==> src/rtl/display_scan_ctrl.sv <==
// -----------------------------------------------------------------------------
// display_scan_ctrl
//   Scan controller for a 4-digit 7-segment timer display. Steps the external
//   4:1 digit mux through digits 3,2,1,0 (sel), samples the mux output at the
//   end of a dead-time window, then lights one anode with the decoded segments.
//   Leading zeros can be blanked; frame_done pulses once per full 4-digit scan.
//
//   Each slot is DIV cycles: BLANK dead cycles (all anodes off) followed by
//   DIV-BLANK lit cycles. The dead time doubles as settling time for the mux.
//
// Ports
//   clk        in   1  system clock, rising edge
//   rst_n      in   1  asynchronous reset, active-low
//   en         in   1  scan enable; 0 = display off, scan restarts at digit 3
//   blank_lz   in   1  1 = blank leading zeros (digit 0 always shown)
//   digit_in   in   4  mux output for the digit selected by sel
//   sel        out  2  digit select to the mux, 3 = most significant
//   an         out  4  anode enables, active-low, one-hot-low when lit
//   seg        out  7  segments {g,f,e,d,c,b,a}, active-low
//   frame_done out  1  one-cycle pulse, high in the first cycle of each new
//                      frame (the cycle after digit 0's slot ends)
// -----------------------------------------------------------------------------
module display_scan_ctrl #(
    parameter int DIV   = 50000,
    parameter int BLANK = 500
) (
    input  logic       clk,
    input  logic       rst_n,
    input  logic       en,
    input  logic       blank_lz,
    input  logic [3:0] digit_in,
    output logic [1:0] sel,
    output logic [3:0] an,
    output logic [6:0] seg,
    output logic       frame_done
);

    localparam int CW = (DIV > 1) ? $clog2(DIV) : 1;
    localparam logic [CW-1:0] C_BLANK_LAST = CW'(BLANK - 1);
    localparam logic [CW-1:0] C_SHOW_LAST  = CW'(DIV - 1);
    localparam logic [6:0]    C_SEG_OFF    = 7'b1111111;

    typedef enum logic [1:0] {
        S_IDLE  = 2'd0,
        S_BLANK = 2'd1,
        S_SHOW  = 2'd2
    } state_t;

    // Architectural state
    state_t        r_state;
    logic [CW-1:0] r_cnt;
    logic [1:0]    r_sel;
    logic          r_nz;
    logic [3:0]    r_dq;

    // Registered outputs
    logic [3:0]    r_an;
    logic [6:0]    r_seg;
    logic          r_fd;

    // Next-state values
    state_t        w_state_nxt;
    logic [CW-1:0] w_cnt_nxt;
    logic [1:0]    w_sel_nxt;
    logic          w_nz_nxt;
    logic [3:0]    w_dq_nxt;
    logic [3:0]    w_an_nxt;
    logic [6:0]    w_seg_nxt;
    logic          w_fd_nxt;

    function automatic logic [6:0] hex7(input logic [3:0] d);
        logic [6:0] s;
        case (d)
            4'h0: s = 7'b1000000;
            4'h1: s = 7'b1111001;
            4'h2: s = 7'b0100100;
            4'h3: s = 7'b0110000;
            4'h4: s = 7'b0011001;
            4'h5: s = 7'b0010010;
            4'h6: s = 7'b0000010;
            4'h7: s = 7'b1111000;
            4'h8: s = 7'b0000000;
            4'h9: s = 7'b0010000;
            4'hA: s = 7'b0001000;
            4'hB: s = 7'b0000011;
            4'hC: s = 7'b1000110;
            4'hD: s = 7'b0100001;
            4'hE: s = 7'b0000110;
            default: s = 7'b0001110;
        endcase
        return s;
    endfunction

    // Next-state logic. Outputs are derived from the *next* state so the
    // registered an/seg line up with the state they describe, cycle for cycle.
    always_comb begin
        w_state_nxt = r_state;
        w_cnt_nxt   = r_cnt;
        w_sel_nxt   = r_sel;
        w_nz_nxt    = r_nz;
        w_dq_nxt    = r_dq;
        w_fd_nxt    = 1'b0;
        w_an_nxt    = 4'b1111;
        w_seg_nxt   = C_SEG_OFF;

        case (r_state)
            S_IDLE: begin
                w_cnt_nxt = '0;
                w_sel_nxt = 2'd3;
                w_nz_nxt  = 1'b0;
                if (en) w_state_nxt = S_BLANK;
            end
            S_BLANK: begin
                w_cnt_nxt = r_cnt + CW'(1);
                // Sample late in the dead time so the mux has settled.
                if (r_cnt == C_BLANK_LAST) begin
                    w_dq_nxt    = digit_in;
                    w_nz_nxt    = r_nz | (digit_in != 4'd0);
                    w_state_nxt = S_SHOW;
                end
            end
            S_SHOW: begin
                if (r_cnt == C_SHOW_LAST) begin
                    w_cnt_nxt   = '0;
                    w_sel_nxt   = r_sel - 2'd1;
                    w_state_nxt = S_BLANK;
                    if (r_sel == 2'd0) begin
                        w_fd_nxt = 1'b1;
                        w_nz_nxt = 1'b0;
                    end
                end else begin
                    w_cnt_nxt = r_cnt + CW'(1);
                end
            end
            default: begin
                w_state_nxt = S_IDLE;
                w_cnt_nxt   = '0;
                w_sel_nxt   = 2'd3;
                w_nz_nxt    = 1'b0;
            end
        endcase

        // Disable wins over everything, including a pending frame wrap.
        if (!en) begin
            w_state_nxt = S_IDLE;
            w_cnt_nxt   = '0;
            w_sel_nxt   = 2'd3;
            w_nz_nxt    = 1'b0;
            w_fd_nxt    = 1'b0;
        end

        if (w_state_nxt == S_SHOW) begin
            w_an_nxt = ~(4'b0001 << w_sel_nxt);
            if (!blank_lz || w_nz_nxt || (w_sel_nxt == 2'd0))
                w_seg_nxt = hex7(w_dq_nxt);
        end
    end

    always_ff @(posedge clk or negedge rst_n) begin
        if (!rst_n) begin
            r_state <= S_IDLE;
            r_cnt   <= '0;
            r_sel   <= 2'd3;
            r_nz    <= 1'b0;
            r_dq    <= 4'd0;
            r_an    <= 4'b1111;
            r_seg   <= C_SEG_OFF;
            r_fd    <= 1'b0;
        end else begin
            r_state <= w_state_nxt;
            r_cnt   <= w_cnt_nxt;
            r_sel   <= w_sel_nxt;
            r_nz    <= w_nz_nxt;
            r_dq    <= w_dq_nxt;
            r_an    <= w_an_nxt;
            r_seg   <= w_seg_nxt;
            r_fd    <= w_fd_nxt;
        end
    end

    assign sel        = r_sel;
    assign an         = r_an;
    assign seg        = r_seg;
    assign frame_done = r_fd;

endmodule
==> config.mk <==
export PLATFORM = sky130hd
export DESIGN_NAME = display_scan_ctrl
export DESIGN_NICKNAME = d
export VERILOG_FILES = /design/src/rtl/display_scan_ctrl.sv
export SDC_FILE = /design/constraint.sdc
export NUM_CORES = 1
export LEC_CHECK = 0
export ABC_AREA = 1
export BUFFER_PORTS_ARGS = -buffer_cell sky130_fd_sc_hd__buf_2
export CAP_MARGIN = 30
export CORE_UTILIZATION = 55
export CTS_BUF_LIST = sky130_fd_sc_hd__clkbuf_4 sky130_fd_sc_hd__clkbuf_8
export DETAILED_ROUTE_END_ITERATION = 10
export PLACE_DENSITY = 0.72
export SLEW_MARGIN = 0
export SYNTH_ARGS = -nofsm -noshare
export SYNTH_HDL_FRONTEND = slang
export SYNTH_SLANG_ARGS = --single-unit
==> constraint.sdc <==
create_clock -name clk -period 2.4 [get_ports clk]
set_clock_uncertainty 0.1 [all_clocks]
set_input_delay 0.48 -clock clk [delete_from_list [all_inputs] [get_ports clk]]
set_output_delay 0.48 -clock clk [all_outputs]
set_load 0.01 [all_outputs]
Yosys cells after proc, flatten, opt, wreduce, memory -nomap -nowiden:

Memory sizes are Yosys's and may differ from the RTL's.
Cells that the tools add are included.

* multiplexer cells: 24
* equal/unequal tests: 5
* reduce and logical (&&, ||, !) cells: 7
* shift-type cells: 1
* bitwise logic cells: 2
* $add $sub $neg: 2

Operator list (count)
* $mux 16: 2
* $pmux 16 s2: 1
* $add 16x1->16 const B: 1
* $eq 16x16->1 const B: 1
* $eq 16x9->1 const B: 1
* $mux 7: 2
* $mux 4: 3
* $mux 2: 5
* $mux 1: 8
* $logic_not 2->1: 3
* $pmux 2 s3: 1
* $eq 2x2->1 const B: 2
* $not 4->4: 1
* $pmux 2 s2: 1
* $reduce_bool 4->1: 1
* $shl 1x2->4 const A: 1
* $eq 2x1->1 const B: 1
* $logic_or 1x1->1: 2
* $pmux 1 s2: 1
* $sub 2x1->2 const B: 1
* $logic_not 1->1: 1
* $or 1x1->1: 1

* register bits: 37
* output and inout bits: 14
* word-level logic and storage cells: 50
* memories: 1
* bits in read-only memories: 112
* input port bits: 8

Memories
* (no name shown): words 16, width 7, rd ports 1, clocked after memory_dff 0, wr ports 0, RTL line 73 `case (d)`

Depth between registers and ports, before layout:

Gate-level depths: netlist (run 1).

* depth in word-level cells: 9
* depth in mapped cells: 14
* mapped depth without buffers: 14

Worst setup path after synthesis (run 1):

No wires, ideal clock.

* kind: register to register
* from: register r_cnt[0]
* to: register r_seg[1], in the netlist seg[1]
* stages on the path, launching flop included: 12
* path slack: 0.326 ns
* clock period less this slack: 2.074 ns
* path buffers: 0
* data required time: 2.217 ns
* setup time: 0.083 ns
* data arrival time: 1.891 ns
* path through: dfrtp_1 ha_1 nand2_1 nor2_4 nand3_4 o21ai_2 inv_1 ha_1 nand2_1 nor2_1 nor2_1 nand3_1

* elaborated cells on any way between the ends: 22
* classes of those cells: eq/ne (3); mux (15); reduce/logical (3); memory (1)

RTL lines
* start, declared: RTL line 51 `logic [CW-1:0] r_cnt;`
* start signal, assigned: RTL line 171 `r_cnt <= w_cnt_nxt;`
* $eq 16x9->1: RTL line 116 `if (r_cnt == C_BLANK_LAST) begin`
* $mux 4: RTL line 116
* $mux 4: RTL line 106 `case (r_state)`
* named net w_dq_nxt[0]: RTL line 66 `logic [3:0] w_dq_nxt;`
* $mem_v2 16x7
* $mux 7: RTL line 154 `if (!blank_lz || w_nz_nxt || (w_sel_nxt == 2'd0))`
* $mux 7: RTL line 152 `if (w_state_nxt == S_SHOW) begin`
* named net w_seg_nxt[1]: RTL line 68 `logic [6:0] w_seg_nxt;`
* end signal, assigned: RTL line 176 `r_seg <= w_seg_nxt;`
* end, declared: RTL line 58 `logic [6:0] r_seg;`

The timed path passes the listed nets, and every way through them passes these cells.

Final worst setup path (run 1):

Ends and elaborated chain as after synthesis.

==> run_results.csv, run 1 <==
group,metric,value,unit
sta,setup_viol,0,
cells_and_area,layout_commonest_cell,"nand2_1",
grt,antenna_found_initial,0,
grt,grt_usage,22.2,%
grt,grt_pass1_vias,1774,
cells_and_area,fin_nets,330,
sta,tightest_slew,789,ps
detailed_routing,drc,0,
sta,hold_violations,0,
sta,slew_headroom,47.4,%
setup_path,rr_startpoint,"r_cnt[0]",
clock_network,cts-resized-gates,0,
detailed_routing,drt-initial-drc-count,77,
sta,rsz0062_at_grt,"true",
floorplan,rows,23,
floorplan,initial_utilization,58.0,%
grt,busiest_layer,"met2",
setup_path,crit_required,2520,ps
synthesis,synth.area.top_cells,"dfrtp_1 26%, dfstp_2 15%, nand2_1 9.3%, ha_1 7.0%, inv_1 6.4%",
cells_and_area,post-route-util,64.2,%
placed_design,io_buffers,21,
grt,grt_max_degree,38,
grt,grt_overflow,0,
synthesis,synthesis.area,2340,µm²
setup_path,path_class,"register to register",
sta,finalSetupTns,0,ps
job,cap_violations,0,
clock_network,cts.sink_count,37,
power,vdd.ir_drop.worst,0.305,mV
clock_network,clk_latency,290,ps
run_status,outcome,"completed",
cells_and_area,synthToLayoutAreaGrowth,10.6,%
power,power.leakage,1.23,nW
clock_network,clk_path_buf_depth,2,
clock_network,clk_transition_reported_paths,70,ps
setup_path,cp-startpoint,"r_cnt[0]",
clock_network,ctsHoldBuffers,0,
grt,grt_pass1_wl,7520,µm
setup_path,endpoint_kind,"register",
cells_and_area,final_cell_mix,"57 x nand2_1, 40 x inv_1, 38 x nor2_1, 24 x nand3_1, 24 x dfrtp_1",
synthesis,syn-instance-count,284,
detailed_routing,vias,1831,
floorplan,core,4030,µm²
sta,final-max-slew-violation-count,0,
clock_network,cts_root_buf,"clkbuf_8",
placed_design,routabilityCongestion,0.870,
grt,gr-usage-met3,5.57,%
placed_design,hpwl,3250,µm
cells_and_area,drive_gt1_share,27.1,%
placed_design,placed_area,2480,µm²
detailed_routing,ant_nets,0,
placed_design,dp_cells,352,
min_path,hp-class,"input port to async pin",
cells_and_area,fin_cells,360,
setup_path,cp.arrival,2310,ps
clock_network,post_cts_buffers,0,
floorplan,dieArea,4520,µm²
sta,period_share,91.3,%
synthesis,synth.largest_area_cell,"dfrtp_1",
clock_network,cts_tree,"built",
floorplan,die_h,67.2,µm
sta,max_freq,0.456,GHz
synthesis,ys_ff_latch,37,
power,power-per-cell-area,438,nW/µm²
detailed_routing,routedWlPerCell,12.0,µm
floorplan,die_x,67.2,µm
setup_path,start_kind,"register",
setup_path,crit_fanout,7,
synthesis,synth_warnings,0,
cells_and_area,fin_area,2590,µm²
synthesis,syn_nets,305,
synthesis,synth_cell_types,36,
grt,met2_usage,36.0,%
detailed_routing,wirelength,4330,µm
clock_network,cts_max_level,2,
detailed_routing,viasPerCell,5.09,
sta,finalCriticalPeriod,2190,ps
detailed_routing,dr.pass1.iters,4,
floorplan,io_pins,22,
synthesis,seq_area_frac_synth,40.3,%
synthesis,synth_top_area_share,25.7,%
clock_network,cts_buffers,5,
grt,met1_usage,28.5,%
cells_and_area,diodes,0,
synthesis,postSynthAreaPerCell,8.23,µm²
-- per-stage QoR --
step                setup slack [ps]  power [mW]  hold slack [ps]
finish                           208        1.13              173
floorplan                        326       0.687             84.4
global placement                 195       0.715              345
global route                    3.00        1.18              236
CTS                             76.0        1.15              199
detailed placement              89.1       0.716              361
-- per-layer routing --
metal,part of all wire [%],vias up
met5,0,-
met4,1.3,0
met3,5.7,4
met2,44,47
met1,49,834
li1,-,946
-- cell type report --
cell class	count	area (µm²)
Timing Repair Buffer	21	105
Sequential cell	37	942
Fill cell	356	1440
Clock buffer	6	76.3
Clock inverter	2	10.0
Multi-Input combinational cell	201	1230
Inverter	43	161
Tap cell	50	62.6
-- power by group --
group          internal [mW]  leakage, nW  total [mW]  switching, mW
sequential             0.630        0.455       0.635        0.00487
clock                  0.212       0.0484       0.427          0.215
combinational         0.0198        0.731      0.0706         0.0507
-- synthesized netlist by cell type --
library cell and instances:
nand2_1 58, inv_1 40, nor2_1 38, dfrtp_1 24, nand3_1 24, dfstp_2 13
ha_1 13, nand2_2 9, a21oi_1 7, nand4_1 7, nand2_4 5, nor2_2 5
nor2_4 5, nand3_2 4, inv_2 3, nor3_1 3, xor2_1 3, a21oi_4 2
buf_2 2, nor3b_1 2, xnor2_1 2, a211oi_1 1, a221oi_1 1, a31oi_1 1
buf_6 1, nand3_4 1, nand3b_1 1, nand4_2 1, nor2_8 1, nor3_2 1
nor4_4 1, o211ai_1 1, o21a_1 1, o21ai_0 1, o21ai_1 1, o21ai_2 1
-- sequential cells by signal, indices dropped and copies added (netlist names) --
| register | flops |
|---|---|
| r_state | 2 |
| sel | 2 |
| frame_done | 1 |
| r_nz | 1 |
| seg | 7 |
| an | 4 |
| r_dq | 4 |
| r_cnt | 16 |
-- worst max-delay path: stages, from the launching register on --
cell and delay (ps):
dfrtp_1 380, ha_2 230, nand2_1 130, nor2_4 190, nand3_4 110, o21ai_4 220, inv_1 130, ha_1 310
nand2_1 90, nor2_1 40, nor2_1 110, nand3_1 80
-- kinds of logic after synthesis --
| group | count (synthesis) | synth area share, % |
|---|---|---|
| buffers and inverters | 46 | 7.81 |
| adders and majority gates | 13 | 6.96 |
| AOI/OAI and AO/OA | 17 | 5.30 |
| xor gates and xnor gates | 5 | 1.87 |
| and+or+nand+nor | 166 | 37.8 |
| DFF | 37 | 40.3 |
-- worst paths after layout --
path / slack (ps) / cells past startpoint / to
hold reg to reg: 380 / 1 / r_cnt[0]
setup / recovery: 210 / 11 / seg[1]
max in group asynchronous: 1530 / 1 / r_nz
setup reg to reg: 210 / 11 / seg[1]
min in group clk: 370 / 3 / frame_done
hold / removal: 170 / 1 / r_cnt[6]
(Power assumes the default switching activity.)
==> run 2, diff against run 1 <==
--- a/config.mk
+++ b/config.mk
@@ -6,6 +6,7 @@
 export NUM_CORES = 1
 export LEC_CHECK = 0
 export ABC_AREA = 1
+export ABC_CLOCK_PERIOD_IN_PS = 2400
 export BUFFER_PORTS_ARGS = -buffer_cell sky130_fd_sc_hd__buf_2
 export CAP_MARGIN = 30
 export CORE_UTILIZATION = 55
==> constraint.sdc (replaced) <==
create_clock -name clk -period 2.4 [get_ports clk]
set_clock_uncertainty 0.1 [all_clocks]
set_input_delay 0.72 -clock clk [delete_from_list [all_inputs] [get_ports clk]]
set_output_delay 0.72 -clock clk [all_outputs]
set_load 0.01 [all_outputs]
==> run_results.csv, run 2 (synthesis results as in run 1) <==
group,metric,value,unit
grt,grt_pass1_vias,1754,
grt,grt_pass1_wl,7760,µm
sta,slew_headroom,69.4,%
floorplan,rows,23,
setup_path,worst_path_most_repeated_cell,"nor2_1",
power,vdd.ir_drop.worst,0.254,mV
cells_and_area,fin_nets,332,
cells_and_area,regMostFlops,"r_cnt",
clock_network,cts_tree,"built",
placed_design,routabilityCongestion,0.871,
setup_path,crit_cells,11,
clock_network,cts_max_level,2,
detailed_routing,drt-initial-drc-count,147,
cells_and_area,synthToLayoutAreaGrowth,11.3,%
power,finalPower,1.14,mW
detailed_routing,wirelength,4410,µm
setup_path,crit_family,"simple AND/OR/NAND/NOR gates",
setup_path,cp-startpoint,"r_cnt[2]",
detailed_routing,drc,0,
detailed_routing,viasPerCell,5.14,
setup_path,worstPathCellList,"nor2_1 > nand3_1 > nor2_4 > nand3_4 > o21ai_4 > inv_1 > ha_1 > nand2_1 > nor2_1 > nor2_1 > nand3_1",
setup_path,regToRegSetupSlack,220,ps
min_path,hp-class,"input port to async pin",
grt,grt_overflow,0,
setup_path,start_kind,"register",
placed_design,pre_cts_slack,58.2,ps
detailed_routing,dr.pass1.iters,4,
detailed_routing,ant_nets,0,
sta,finalCriticalPeriod,2180,ps
clock_network,clk_path_buf_depth,2,
clock_network,clk_transition_reported_paths,70,ps
sta,setup_viol,0,
sta,tightest_slew,459,ps
detailed_routing,routedWlPerCell,12.2,µm
sta,rsz0062_at_grt,"false",
power,power-per-cell-area,437,nW/µm²
sta,fin_ws,221,ps
clock_network,cts.sink_count,37,
setup_path,critPathBufInv,1,
setup_path,slowest_delay,440,ps
setup_path,reg2reg_to,"seg[1]",
setup_path,path_class,"register to register",
setup_path,crit_end,"seg[1]",
sta,hold_violations,0,
floorplan,die_h,67.2,µm
sta,max_freq,0.459,GHz
setup_path,slowest_stage,"dfrtp_1",
sta,period_share,90.8,%
placed_design,hpwl,3330,µm
placed_design,io_buffers,21,
cells_and_area,final_cell_mix,"57 x nand2_1, 40 x inv_1, 38 x nor2_1, 24 x nand3_1, 24 x dfrtp_1",
sta,final-max-slew-violation-count,0,
floorplan,core,4030,µm²
grt,grt_usage,22.8,%
job,cap_violations,0,
setup_path,rr_startpoint,"r_cnt[2]",
setup_path,endpoint_kind,"register",
sta,finalSetupTns,0,ps
clock_network,clk_latency,290,ps
cells_and_area,layout_commonest_cell,"nand2_1",
floorplan,initial_utilization,58.0,%
clock_network,ctsHoldBuffers,0,
setup_path,ff2ff_path_depth,11,
floorplan,io_pins,22,
setup_path,cp.arrival,2300,ps
detailed_routing,vias,1859,
clock_network,cts_buffers,5,
clock_network,cts_root_buf,"clkbuf_8",
floorplan,dieArea,4520,µm²
run_status,outcome,"completed",
cells_and_area,diodes,0,
grt,grt_max_degree,38,
cells_and_area,fin_area,2600,µm²
cells_and_area,drive_gt1_share,27.9,%
setup_path,crit_fanout,5,
placed_design,placed_area,2490,µm²
floorplan,die_x,67.2,µm
setup_path,crit_required,2520,ps
grt,antenna_found_initial,0,
power,power.leakage,1.24,nW
cells_and_area,largest_reg_flops,16,
[run 2: how the worst min path moves through the flow]
stage | from | end | cells past startpoint
after floorplan | rst_n | frame_done | 0
after global placement | r_cnt[0] | r_cnt[0] | 1
after detailed placement | r_cnt[0] | r_cnt[0] | 1
after CTS | rst_n | r_dq[2] | 2
after global routing | rst_n | r_cnt[9] | 2
final | rst_n | r_cnt[9] | 2
[run 2: per-layer routing]
layer  global-route usage, %  part of all wire (%)  up-vias
li1                        -                     -      948
met1                    31.5                    49      852
met2                    34.5                    44       50
met3                    5.57                   4.9        9
met5                       0                     0        -
met4                    8.51                   1.8        0
[run 2: per-stage QoR]
| stage | hold WS [ps] | cells | utilization, % |
|---|---|---|---|
| 2_1_floorplan | 324 | 284 | - |
| 3_3_place_gp | 345 | 353 | 61.9 |
| 3_5_place_dp | 369 | 353 | 61.9 |
| 4_1_cts | 376 | 361 | 64.0 |
| 5_1_grt | 394 | 362 | 64.6 |
| 6_report | 367 | 362 | 64.6 |
[run 2: what timing repair did]
action,CTS,global route
setup buffers,0,1
endpoints found under the setup margin,0,7
gates resized for setup,0,5
[run 2: where the power goes]
group	switching [mW]	leakage (nW)	internal, mW
clock	0.218	0.0484	0.212
sequential	0.00480	0.455	0.630
combinational	0.0515	0.739	0.0210
total	0.274	1.24	0.863
[run 2: worst reg2reg max path, delay by kind of cell, from the launching register on]
family / cells / cell delay [ps]
AND/OR/NAND/NOR: 8 / 930
flip-flops: 1 / 440
adder cells (fa/ha/maj): 1 / 310
AO/OA/AOI/OAI: 1 / 220
buffers and inverters: 1 / 130
[run 2: cell type report]
cell class                      count  area [µm²]
Fill cell                         367        1430
Multi-Input combinational cell    201        1230
Sequential cell                    37         942
Inverter                           43         161
Timing Repair Buffer               23         120
Clock buffer                        6        76.3
Tap cell                           50        62.6
Clock inverter                      2        10.0
